## src/rtl/gmii_rx_parser.sv

```systemverilog
// GMII receive parser: strips preamble/SFD and FCS, checks CRC-32, and
// queues frame bytes with SOP/MOP/EOP codes into an output FIFO.
module gmii_rx_parser #(
  parameter int FIFO_DEPTH = 16,
  parameter bit PREAMBLE   = 1'b1
) (
  input  logic       rx_clk,
  input  logic       reset_n,
  input  logic [7:0] rxd,
  input  logic       rx_dv,
  output logic       p_srdy,
  input  logic       p_drdy,
  output logic [7:0] p_data,
  output logic [1:0] p_code,
  output logic       stat_good,
  output logic       stat_crc_err,
  output logic       stat_ovf,
  output logic       stat_runt
);

  localparam int AW = $clog2(FIFO_DEPTH);
  localparam logic [AW:0] ROOM_MAX = (AW+1)'(FIFO_DEPTH - 2);
  localparam logic [31:0] RESIDUE = 32'hDEBB20E3;

  localparam logic [1:0] C_MOP  = 2'b00;
  localparam logic [1:0] C_SOP  = 2'b01;
  localparam logic [1:0] C_EOPG = 2'b10;
  localparam logic [1:0] C_EOPB = 2'b11;

  typedef enum logic [1:0] {
    S_IDLE,
    S_PRE,
    S_DATA,
    S_DROP
  } state_t;

  state_t          state_q, state_d;
  logic [31:0]     crc_q, crc_d;
  logic [4:0][7:0] dly_q, dly_d;
  logic [2:0]      cnt_q, cnt_d;
  logic            sop_q, sop_d;
  logic [AW:0]     wptr_q, rptr_q, used;
  logic            wr_en, rd_en, crc_ok;
  logic [9:0]      wr_ent;
  logic [9:0]      mem_q [FIFO_DEPTH];
  logic            good_d, crc_err_d, ovf_d, runt_d;

  function automatic logic [31:0] crc_byte(
    input logic [31:0] c,
    input logic [7:0]  d
  );
    logic [31:0] r;
    r = c ^ {24'h0, d};
    for (int i = 0; i < 8; i++)
      r = r[0] ? ((r >> 1) ^ 32'hEDB88320) : (r >> 1);
    return r;
  endfunction

  assign used   = wptr_q - rptr_q;
  assign p_srdy = (used != '0);
  assign rd_en  = p_srdy & p_drdy;
  assign crc_ok = (crc_q == RESIDUE);
  assign {p_code, p_data} = p_srdy ? mem_q[rptr_q[AW-1:0]] : 10'h000;

  always_comb begin
    state_d   = state_q;
    crc_d     = crc_q;
    dly_d     = dly_q;
    cnt_d     = cnt_q;
    sop_d     = sop_q;
    wr_en     = 1'b0;
    wr_ent    = {C_MOP, dly_q[4]};
    good_d    = 1'b0;
    crc_err_d = 1'b0;
    ovf_d     = 1'b0;
    runt_d    = 1'b0;
    case (state_q)
      S_IDLE: if (rx_dv) begin
        crc_d = '1;
        cnt_d = '0;
        sop_d = 1'b0;
        if (!PREAMBLE) begin
          crc_d   = crc_byte('1, rxd);
          dly_d   = {dly_q[3:0], rxd};
          cnt_d   = 3'd1;
          state_d = S_DATA;
        end else if (rxd == 8'h55) begin
          state_d = S_PRE;
        end else begin
          runt_d  = 1'b1;
          state_d = S_DROP;
        end
      end
      S_PRE: begin
        if (!rx_dv) begin
          state_d = S_IDLE;
        end else if (rxd == 8'hD5) begin
          crc_d   = '1;
          cnt_d   = '0;
          sop_d   = 1'b0;
          state_d = S_DATA;
        end else if (rxd != 8'h55) begin
          runt_d  = 1'b1;
          state_d = S_DROP;
        end
      end
      S_DATA: begin
        if (rx_dv) begin
          crc_d = crc_byte(crc_q, rxd);
          if (cnt_q != 3'd5) begin
            dly_d = {dly_q[3:0], rxd};
            cnt_d = cnt_q + 3'd1;
          end else if (used <= ROOM_MAX) begin
            wr_en  = 1'b1;
            wr_ent = {sop_q ? C_MOP : C_SOP, dly_q[4]};
            sop_d  = 1'b1;
            dly_d  = {dly_q[3:0], rxd};
          end else begin
            // last free slot is kept for this terminator
            wr_en   = sop_q;
            wr_ent  = {C_EOPB, dly_q[4]};
            ovf_d   = 1'b1;
            state_d = S_DROP;
          end
        end else begin
          state_d = S_IDLE;
          if (sop_q) begin
            wr_en     = 1'b1;
            wr_ent    = {crc_ok ? C_EOPG : C_EOPB, dly_q[4]};
            good_d    = crc_ok;
            crc_err_d = !crc_ok;
          end else begin
            runt_d = 1'b1;
          end
        end
      end
      S_DROP: if (!rx_dv) state_d = S_IDLE;
      default: state_d = S_IDLE;
    endcase
  end

  always_ff @(posedge rx_clk or negedge reset_n) begin
    if (!reset_n) begin
      state_q      <= S_IDLE;
      crc_q        <= '1;
      dly_q        <= '0;
      cnt_q        <= '0;
      sop_q        <= 1'b0;
      wptr_q       <= '0;
      rptr_q       <= '0;
      stat_good    <= 1'b0;
      stat_crc_err <= 1'b0;
      stat_ovf     <= 1'b0;
      stat_runt    <= 1'b0;
    end else begin
      state_q      <= state_d;
      crc_q        <= crc_d;
      dly_q        <= dly_d;
      cnt_q        <= cnt_d;
      sop_q        <= sop_d;
      wptr_q       <= wptr_q + (AW+1)'(wr_en);
      rptr_q       <= rptr_q + (AW+1)'(rd_en);
      stat_good    <= good_d;
      stat_crc_err <= crc_err_d;
      stat_ovf     <= ovf_d;
      stat_runt    <= runt_d;
    end
  end

  always_ff @(posedge rx_clk) begin
    if (wr_en) mem_q[wptr_q[AW-1:0]] <= wr_ent;
  end

endmodule
```

## config.mk

```make
export PLATFORM = sky130hd
export DESIGN_NAME = gmii_rx_parser
export DESIGN_NICKNAME = d
export VERILOG_FILES = /design/src/rtl/gmii_rx_parser.sv
export SDC_FILE = /design/constraint.sdc
export NUM_CORES = 1
export LEC_CHECK = 0
export ABC_AREA = 0
export CORE_MARGIN = 2
export CORE_UTILIZATION = 56
export CTS_CLUSTER_DIAMETER = 50
export CTS_CLUSTER_SIZE = 20
export DETAILED_ROUTE_END_ITERATION = 12
export PLACE_DENSITY = 0.76
export SLEW_MARGIN = 20
export SYNTH_ARGS = -nofsm -noshare
export SYNTH_HDL_FRONTEND = slang
export SYNTH_SLANG_ARGS = --single-unit
```

## constraint.sdc

```tcl
create_clock -name rx_clk -period 3.8 [get_ports rx_clk]
set_input_delay 0.76 -clock rx_clk [delete_from_list [all_inputs] [get_ports rx_clk]]
set_output_delay 0.76 -clock rx_clk [all_outputs]
set_load 0.005 [all_outputs]
```

## Word-level counts from Yosys, hierarchy flattened

Memories as Yosys holds them, arrays and structs flattened.
Index checks and enable logic that the tools add are counted.

| word-level totals | value |
|---|---|
| register bits | 92 |
| RAM bits | 160 |
| bits of input ports | 12 |
| output and inout bits | 15 |
| memories kept | 1 |

Memories:

| name | words | bits a word | rd ports | clocked after memory_dff | wr ports | RTL line | RTL |
|---|---|---|---|---|---|---|---|
| mem_q | 16 | 10 | 1 | 0 | 1 | 45 | `logic [9:0] mem_q [FIFO_DEPTH];` |

| cells by class | value |
|---|---|
| add/subtract/negate cells | 4 |
| magnitude comparators | 1 |
| equal/unequal tests | 18 |
| muxes and demuxes | 70 |
| bitwise logic cells | 10 |
| reductions and logical operators | 10 |

Operator list:

| kind | count |
|---|---|
| $mux W32 | 12 |
| $not A13 Y14 | 8 |
| $pmux W32 S3 | 1 |
| $mux W40 | 2 |
| $mux W10 | 6 |
| $eq A32 B32 Y1 const B | 1 |
| $xor A32 B8 Y32 | 1 |
| $mux W1 | 31 |
| $mux W2 | 9 |
| $mux W3 | 5 |
| $ne A2 B2 Y1 const B | 7 |
| $reduce_and A6 Y1 | 2 |
| $add A5 B1 Y5 | 2 |
| $reduce_and A5 Y1 | 2 |
| $ne A3 B3 Y1 const B | 3 |
| $pmux W3 S3 | 1 |
| $eq A8 B7 Y1 const B | 1 |
| $eq A8 B8 Y1 const B | 1 |
| $ne A8 B7 Y1 const B | 1 |
| $pmux W2 S4 | 1 |
| $pmux W1 S3 | 2 |
| $le A5 B4 Y1 const B | 1 |
| $reduce_bool A5 Y1 | 1 |
| $sub A5 B5 Y5 | 1 |
| 10 further kinds | 11 |

## Logic depth before layout (Yosys ltp)

Gate-level depths: netlist (run 1).

| depth | value |
|---|---|
| word-level depth | 19 |
| gate-level depth with buffers | 16 |
| mapped depth without buffers | 14 |

## Worst setup path after synthesis (run 1)

Ideal clock, no wire load.

| path | value |
|---|---|
| path kind | reg-to-reg |
| start | register rptr_q[2] |
| end | memory mem_q[10][0] (enable) |
| library setup time | 404 ps |
| arrival time | 3,720 ps |
| data required time | 3,396 ps |
| slack | -323 ps |
| stages on the path, launching flop included | 11 |
| period minus slack after synthesis | 4,123 ps |
| cell sequence | dfrtp_1 -> clkbuf_1 -> clkbuf_1 -> inv_1 -> clkbuf_1 -> ha_1 -> o21a_1 -> or3_1 -> a31oi_1 -> o21ai_1 -> nor4_1 |

| between the ends | value |
|---|---|
| word-level cells in the longest chain between the ends | 8 |

Ends and longest elaborated chain:

| element | RTL line | RTL |
|---|---|---|
| start: declaration | 42 | `logic [AW:0] wptr_q, rptr_q, used;` |
| start signal: assignment | 162 | `rptr_q <= rptr_q + (AW+1)'(rd_en);` |
| $sub A5 B5 Y5 | 59 | `assign used = wptr_q - rptr_q;` |
| $le A5 B4 Y1 | 113 | `end else if (used <= ROOM_MAX) begin` |
| $mux W1 | 113 |  |
| $mux W1 | 110 | `if (cnt_q != 3'd5) begin` |
| $mux W1 | 108 | `if (rx_dv) begin` |
| $mux W1 | 77 | `case (state_q)` |
| $mux W1 | 171 | `if (wr_en) mem_q[wptr_q[AW-1:0]] <= wr_ent;` |
| $mux W1 (implied by the code) | 171 |  |
| end: declaration | 45 |  |

No other way between the ends.

## Worst setup path in the final report (run 1)

| path | value |
|---|---|
| start | register wptr_q[0] |
| end | output port p_data[2] |

| between the ends | value |
|---|---|
| word-level cells in the longest chain between the ends | 3 |

Ends and longest elaborated chain:

| element | RTL line | RTL |
|---|---|---|
| start: declaration | 42 |  |
| start signal: assignment | 161 | `wptr_q <= wptr_q + (AW+1)'(wr_en);` |
| $sub A5 B5 Y5 | 59 |  |
| $reduce_bool A5 Y1 | 60 | `assign p_srdy = (used != '0);` |
| $mux W10 | 63 | `assign {p_code, p_data} = p_srdy ? mem_q[rptr_q[AW-1:0]] : 10'h000;` |
| end: declaration | 13 | `output logic [7:0] p_data,` |

No other way between the ends.

==> impl_metrics.tcl, run 1 <==
set metrics [dict create \
    slew_limit_headroom_pct 33.5 \
    area_growth_syn_to_layout_pct 16.0 \
    syn-instance-count 676 \
    detail_route.iter0.violations 640 \
    timing.critical_path.fanout_max 2 \
    final_cell_area_um2 12500 \
    synth.avg_cell_area_um2 16.0 \
    post_synth_main_area_contributors "sky130_fd_sc_hd__edfxtp_1, sky130_fd_sc_hd__dfrtp_1, sky130_fd_sc_hd__mux4_2" \
    total_routed_wirelength_um 22200 \
    overflow 0 \
    finalNetCount 759 \
    netSwitchingPower_mw 3.48 \
    routed_wire_length_per_instance_um 22.0 \
    clock-skew-final_ns 0.0165 \
    timing.critical_path.buf_inv 5 \
    unrepaired_setup_endpoints_after_global_routing "yes" \
    core.rowCount 50 \
    post-synth-top-count-cell "sky130_fd_sc_hd__edfxtp_1" \
    post_synth_most_frequent_cells "sky130_fd_sc_hd__edfxtp_1, sky130_fd_sc_hd__dfrtp_1, sky130_fd_sc_hd__xnor2_1" \
    critPathArrivalTime_ns 3.02 \
    power.leakage_nw 4.53 \
    drtPass1Iterations 5 \
    power.total_mw 10.3 \
    synth.yosys.seq_area_share_pct 66.2 \
    internal-power_mw 6.86 \
    status "complete, no violations" \
    cts.clk_slew.worst_paths_ns 0.07 \
    tritoncts "built" \
    worst-setup-path-type "reg -> out" \
    critical_path.cell_chain "inv_2, ha_4, inv_2, fa_2, a21o_1, a21oi_2, xnor2_2, a21oi_2, and4b_2, buf_6, buf_6, a211oi_2, buf_2" \
    ys_warns 0 \
    globalplace.congestion 0.878 \
    place_hpwl_um 13900 \
    post_route_fraction_of_the_period_consumed_by_the_critical_path_pct 99.5 \
    ctsHtreeMaxLevel 1 \
    power_density_nw_per_um2 826 \
    critPathSlowestCell "sky130_fd_sc_hd__dfrtp_1" \
    chipWidth_um 143 \
    post-route-min-period_ns 3.78 \
    max-vdd-ir-drop_uv 667 \
    post_route_cells_drive_above_1_share_pct 32.3 \
    cpLargestDelayFamily "compound AO/OA/AOI/OAI gates" \
    ys_types 53 \
    switching_share_pct 33.7 \
    cap_viol_max_count 0 \
    max_freq_mhz 264 \
    post_synth_instance_area_um2 10800 \
    fp.coreArea_um2 18800 \
    vias 5970 \
    drc 0 \
    critical-path-max-stage-delay_ns 0.39 \
    tritoncts.num_buffers 22 \
    cts_buffer_depth 3 \
    slew_violations 0 \
    first_pass_grt_wire_length_um 35000 \
    worst-path-stages 13 \
    worstRegToRegCells 14 \
    drt.antenna.violating_nets 0 \
    clock_sink_count 252 \
    floorplan.die_area_um2 20400 \
    worstSetupStartpointType "register" \
    setup_viol 0 \
    worstHoldPathType "in -> async" \
    ios 27 \
    die_y_um 143 \
    drt-vias-per-instance 5.90 \
    synthArstFlopShare_pct 36.5 \
    postPlaceCellArea_um2 11600 \
    finalHoldViolations 0 \
    via_count_of_the_first_global_routing_pass 6138 \
    critical_path_required_ns 3.04 \
    synth.top_cell.area_share_pct 44.5 \
    synth_top_flop_cell "sky130_fd_sc_hd__edfxtp_1" \
    num_antenna_cells 0 \
    layout.filler_cells 1273 \
    worst-slew-pin-transition_ns 0.998 \
    maximum_number_of_pins_on_one_net_before_global_route_repair 77 \
    endpoint_type_of_the_worst_setup_path "output pin" \
    grt_antenna_before_repair 0 \
    yosys_register_bits 252 \
    clock_tree.root_cell "sky130_fd_sc_hd__clkbuf_16" \
    gr-usage-all-layers_pct 22.8 \
    sequentialPowerShare_pct 39.9 \
    portBuffers 26 \
    synth_area_leader_cell "sky130_fd_sc_hd__edfxtp_1" \
    power.clock.fraction_pct 23.2 \
    comb_power_share_pct 36.9 \
    start_util_pct 57.3 \
    clock_insertion_delay_worst_skew_ns 0.51 \
    synth_enable_flop_cells 160 \
    holdBufCountCts 0 \
    postSynthNetCount 699 \
]
kinds of logic after synthesis:
logic type / count (synthesis) / synth area share (%)
DFF: 252 / 66.2
and+or+nand+nor: 134 / 6.13
muxes: 90 / 13.4
xor gates and xnor gates: 79 / 7.52
AOI/OAI and AO/OA: 67 / 3.80
buffers and inverters: 43 / 1.59
adders and majority gates: 11 / 1.34
final cells by class:
| type | count | area [um2] | share of cell area [%] |
|---|---|---|---|
| multi-input combinational | 382 | 3650 | 29.2 |
| tap | 260 | 325 | 2.60 |
| clock inverter | 16 | 205 | 1.64 |
| inverter | 10 | 37.5 | 0.300 |
| clock buffer | 24 | 579 | 4.63 |
| timing repair buffer | 68 | 574 | 4.59 |
| sequential | 252 | 7150 | 57.1 |
worst register-to-register path, cell delays in order, from the launching register on:
cell	delay (ns)
sky130_fd_sc_hd__dfrtp_1	0.39
sky130_fd_sc_hd__inv_2	0.08
sky130_fd_sc_hd__ha_4	0.13
sky130_fd_sc_hd__inv_2	0.04
sky130_fd_sc_hd__fa_2	0.35
sky130_fd_sc_hd__buf_4	0.14
sky130_fd_sc_hd__xnor2_1	0.19
sky130_fd_sc_hd__nor3b_1	0.24
sky130_fd_sc_hd__a31oi_1	0.18
sky130_fd_sc_hd__o21ai_2	0.81
sky130_fd_sc_hd__inv_1	0.11
sky130_fd_sc_hd__ha_1	0.24
sky130_fd_sc_hd__ha_1	0.21
sky130_fd_sc_hd__nand3_1	0.09
sky130_fd_sc_hd__xnor2_1	0.13
through the flow:
step	std cells	TNS (ns)	worst slack, ns	hold WS (ns)	util, %
3_3_place_gp	962	0	0.373	0.477	61.6
3_5_place_dp	962	0	0.189	0.480	61.6
2_1_floorplan	676	-23.88	-0.323	0.452	-
4_1_cts	1007	-0.0789	-0.0789	0.434	66.1
5_1_grt	1012	-0.458	-0.0780	0.482	66.5
6_report	1012	0	0.0182	0.389	66.5
power by group through the flow:
stage | logic [mW] | clock network [mW] | registers (mW)
5_1_grt | 4.15 | 2.55 | 4.21
3_3_place_gp | 3.59 | 0 | 4.14
6_report | 3.82 | 2.39 | 4.13
4_1_cts | 3.75 | 2.44 | 4.13
3_5_place_dp | 3.69 | 0 | 4.18
2_1_floorplan | 2.72 | 0 | 3.98
repair_timing:
item,4_1_cts,5_1_grt
resized for setup,26,21
setup endpoints to repair,11,7
setup buffers,4,5
cloned,1,0
pin swaps,3,7
endpoints found under the hold margin,0,0
flip-flops by register name (all words and copies together), names as in the netlist, 2 cells and up:
name / cells
cnt_q: 3
crc_q: 32
dly_q: 40
mem_q: 160
rptr_q: 5
state_q: 2
wptr_q: 5
final timing paths:
kind	startpoint	end	slack (ns)
max	wptr_q[0]	p_data[2]	0.02
min in group rx_clk	dly_q[30]	dly_q[38]	0.50
max in group asynchronous	reset_n	crc_q[5]	2.52
max reg2reg	wptr_q[0]	wptr_q[4]	0.36
min	reset_n	dly_q[10]	0.39
min reg2reg	dly_q[30]	dly_q[38]	0.50
per-layer routing:
metal	wire length, um	GRT usage, %	up-vias	part of all wire, %
li1	-	-	2661	-
met1	9460	31.5	3055	43
met2	10800	37.3	198	49
met3	1150	3.52	56	5.2
met4	806	8.18	0	3.6
met5	0	0	-	0
cell usage in the layout (no fill, tap or decap), types with 9 or more instances in the layout:
cell type / n
sky130_fd_sc_hd__mux2i_1: 10
sky130_fd_sc_hd__dfrtp_1: 59
sky130_fd_sc_hd__nor2_1: 37
sky130_fd_sc_hd__xor2_1: 24
sky130_fd_sc_hd__nand2_1: 36
sky130_fd_sc_hd__dfstp_2: 32
sky130_fd_sc_hd__a21oi_1: 26
sky130_fd_sc_hd__clkdlybuf4s50_1: 14
sky130_fd_sc_hd__mux2_2: 38
sky130_fd_sc_hd__buf_4: 39
sky130_fd_sc_hd__mux4_2: 40
sky130_fd_sc_hd__and3_1: 10
sky130_fd_sc_hd__ha_1: 9
sky130_fd_sc_hd__clkbuf_16: 23
sky130_fd_sc_hd__edfxtp_1: 160
sky130_fd_sc_hd__xnor2_1: 42
No activity file was read; power rests on OpenSTA's default activity.
==> inputs of run 2 (changes only) <==
--- a/config.mk
+++ b/config.mk
@@ -16,3 +16,4 @@
 export SYNTH_ARGS = -nofsm -noshare
 export SYNTH_HDL_FRONTEND = slang
 export SYNTH_SLANG_ARGS = --single-unit
+export TNS_END_PERCENT = 20
==> impl_metrics.tcl, run 2 (synthesis gave the netlist of run 1 again) <==
set metrics [dict create \
    status "complete, no violations" \
    worstSetupStartpointType "register" \
    power.total_mw 10.3 \
    clock_tree.root_cell "sky130_fd_sc_hd__clkbuf_16" \
    total_routed_wirelength_um 21300 \
    critPathSlowestCell "sky130_fd_sc_hd__dfrtp_1" \
    die_y_um 143 \
    maximum_number_of_pins_on_one_net_before_global_route_repair 62 \
    finalNetCount 757 \
    place_hpwl_um 13800 \
    fp.coreArea_um2 18800 \
    drc 0 \
    worst-slew-pin-transition_ns 0.826 \
    critical-path-max-stage-delay_ns 0.40 \
    worst-setup-path-type "reg -> out" \
    largest_reg_flops 160 \
    overflow 0 \
    internal-power_mw 6.80 \
    gr-usage-all-layers_pct 21.8 \
    tritoncts "built" \
    netSwitchingPower_mw 3.50 \
    timing.critical_path.fanout_max 6 \
    floorplan.die_area_um2 20400 \
    max-vdd-ir-drop_uv 721 \
    timing.critical_path.buf_inv 4 \
    cts.clk_slew.worst_paths_ns 0.07 \
    critical_path_required_ns 3.04 \
    setup_viol 0 \
    grt_antenna_before_repair 0 \
    critical_path.cell_chain "inv_2, ha_2, inv_1, fa_2, a21o_1, a21oi_2, xnor2_1, a21oi_1, and4b_4, buf_12, a211oi_2, clkbuf_2" \
    portBuffers 26 \
    slew_limit_headroom_pct 45.0 \
    layout.filler_cells 1279 \
    power.clock.fraction_pct 24.8 \
    vias 5944 \
    power.leakage_nw 4.53 \
    finalHoldViolations 0 \
    num_antenna_cells 0 \
    clock_sink_count 252 \
    post_route_cells_drive_above_1_share_pct 31.2 \
    tritoncts.num_buffers 25 \
    worstRegToRegCells 13 \
    first_pass_grt_wire_length_um 34300 \
    clock_insertion_delay_worst_skew_ns 0.53 \
    start_util_pct 57.3 \
    unrepaired_setup_endpoints_after_global_routing "no" \
    max_freq_mhz 275 \
    cap_viol_max_count 0 \
    ios 27 \
    worstHoldPathType "in -> async" \
    core.rowCount 50 \
    clock-skew-final_ns 0.0209 \
    detail_route.iter0.violations 474 \
    sequentialPowerShare_pct 39.8 \
    area_growth_syn_to_layout_pct 15.6 \
    switching_share_pct 34.0 \
    comb_power_share_pct 35.4 \
    post_route_fraction_of_the_period_consumed_by_the_critical_path_pct 95.7 \
    most_frequent_cells_in_the_layout "sky130_fd_sc_hd__edfxtp_1, sky130_fd_sc_hd__dfrtp_1, sky130_fd_sc_hd__xnor2_1" \
    cpLargestDelayFamily "compound AO/OA/AOI/OAI gates" \
    ctsHtreeMaxLevel 1 \
    critPathArrivalTime_ns 2.87 \
    worst-path-stages 12 \
    holdBufCountCts 0 \
    chipWidth_um 143 \
    via_count_of_the_first_global_routing_pass 6158 \
    drt-vias-per-instance 5.87 \
    slew_violations 0 \
    cts_buffer_depth 3 \
    layout.cells.most_common "sky130_fd_sc_hd__edfxtp_1" \
    drtPass1Iterations 4 \
    power_density_nw_per_um2 825 \
    tns_ns 0 \
    post-route-min-period_ns 3.63 \
    drt.antenna.violating_nets 0 \
    routed_wire_length_per_instance_um 21.0 \
    globalplace.congestion 0.824 \
    endpoint_type_of_the_worst_setup_path "output pin" \
]
run 2: final cells by class:
cell class	instances	area (um2)	share of cell area, %
Multi-Input combinational cell	381	3570	28.6
Tap cell	260	325	2.61
Inverter	10	37.5	0.301
Clock inverter	19	230	1.84
Clock buffer	27	643	5.15
Sequential cell	252	7150	57.3
Timing Repair Buffer	64	532	4.26
run 2: path summary, 6_finish.rpt:
kind | from | end | slack (ns)
worst max-delay path | wptr_q[0] | p_data[2] | 0.17
worst min-delay path | reset_n | dly_q[9] | 0.30
worst max register to register | wptr_q[0] | mem_q[5][6] | 0.36
worst min register to register | dly_q[30] | dly_q[38] | 0.49
max in group asynchronous | reset_n | cnt_q[1] | 2.71
min in group rx_clk | dly_q[30] | dly_q[38] | 0.49
run 2: per-stage QoR:
stage	std cells	utilization, %	cell area, um2	worst slack (ns)	hold WS, ns
2_1_floorplan	676	-	10800	-0.323	0.452
3_3_place_gp	963	61.4	11600	0.364	0.473
3_5_place_dp	963	61.4	11600	0.113	0.473
4_1_cts	1009	66.1	12400	-0.00238	0.330
5_1_grt	1013	66.3	12500	0.00413	0.345
6_report	1013	66.3	12500	0.165	0.300
run 2: timing repair:
| item | CTS | global route |
|---|---|---|
| setup endpoints to repair | 11 | 11 |
| pin swaps | 1 | 1 |
| buffers inserted | 0 | 3 |
| resized for setup | 18 | 22 |
run 2: per-layer routing:
metal	part of all wire, %	track usage (%)	vias to the layer above
met2	50	37.1	204
met1	42	30.1	3040
met3	6.3	3.42	36
met5	0	0	-
li1	-	-	2664
met4	1.7	5.11	0
run 2: power groups by stage:
stage               sequential [mW]  clock (mW)  combinational, mW
floorplan                      3.98           0               2.71
global placement               4.11           0               3.57
detailed placement             4.15           0               3.66
CTS                            4.10        2.60               3.66
global route                   4.17        2.71               3.98
finish                         4.09        2.56               3.64
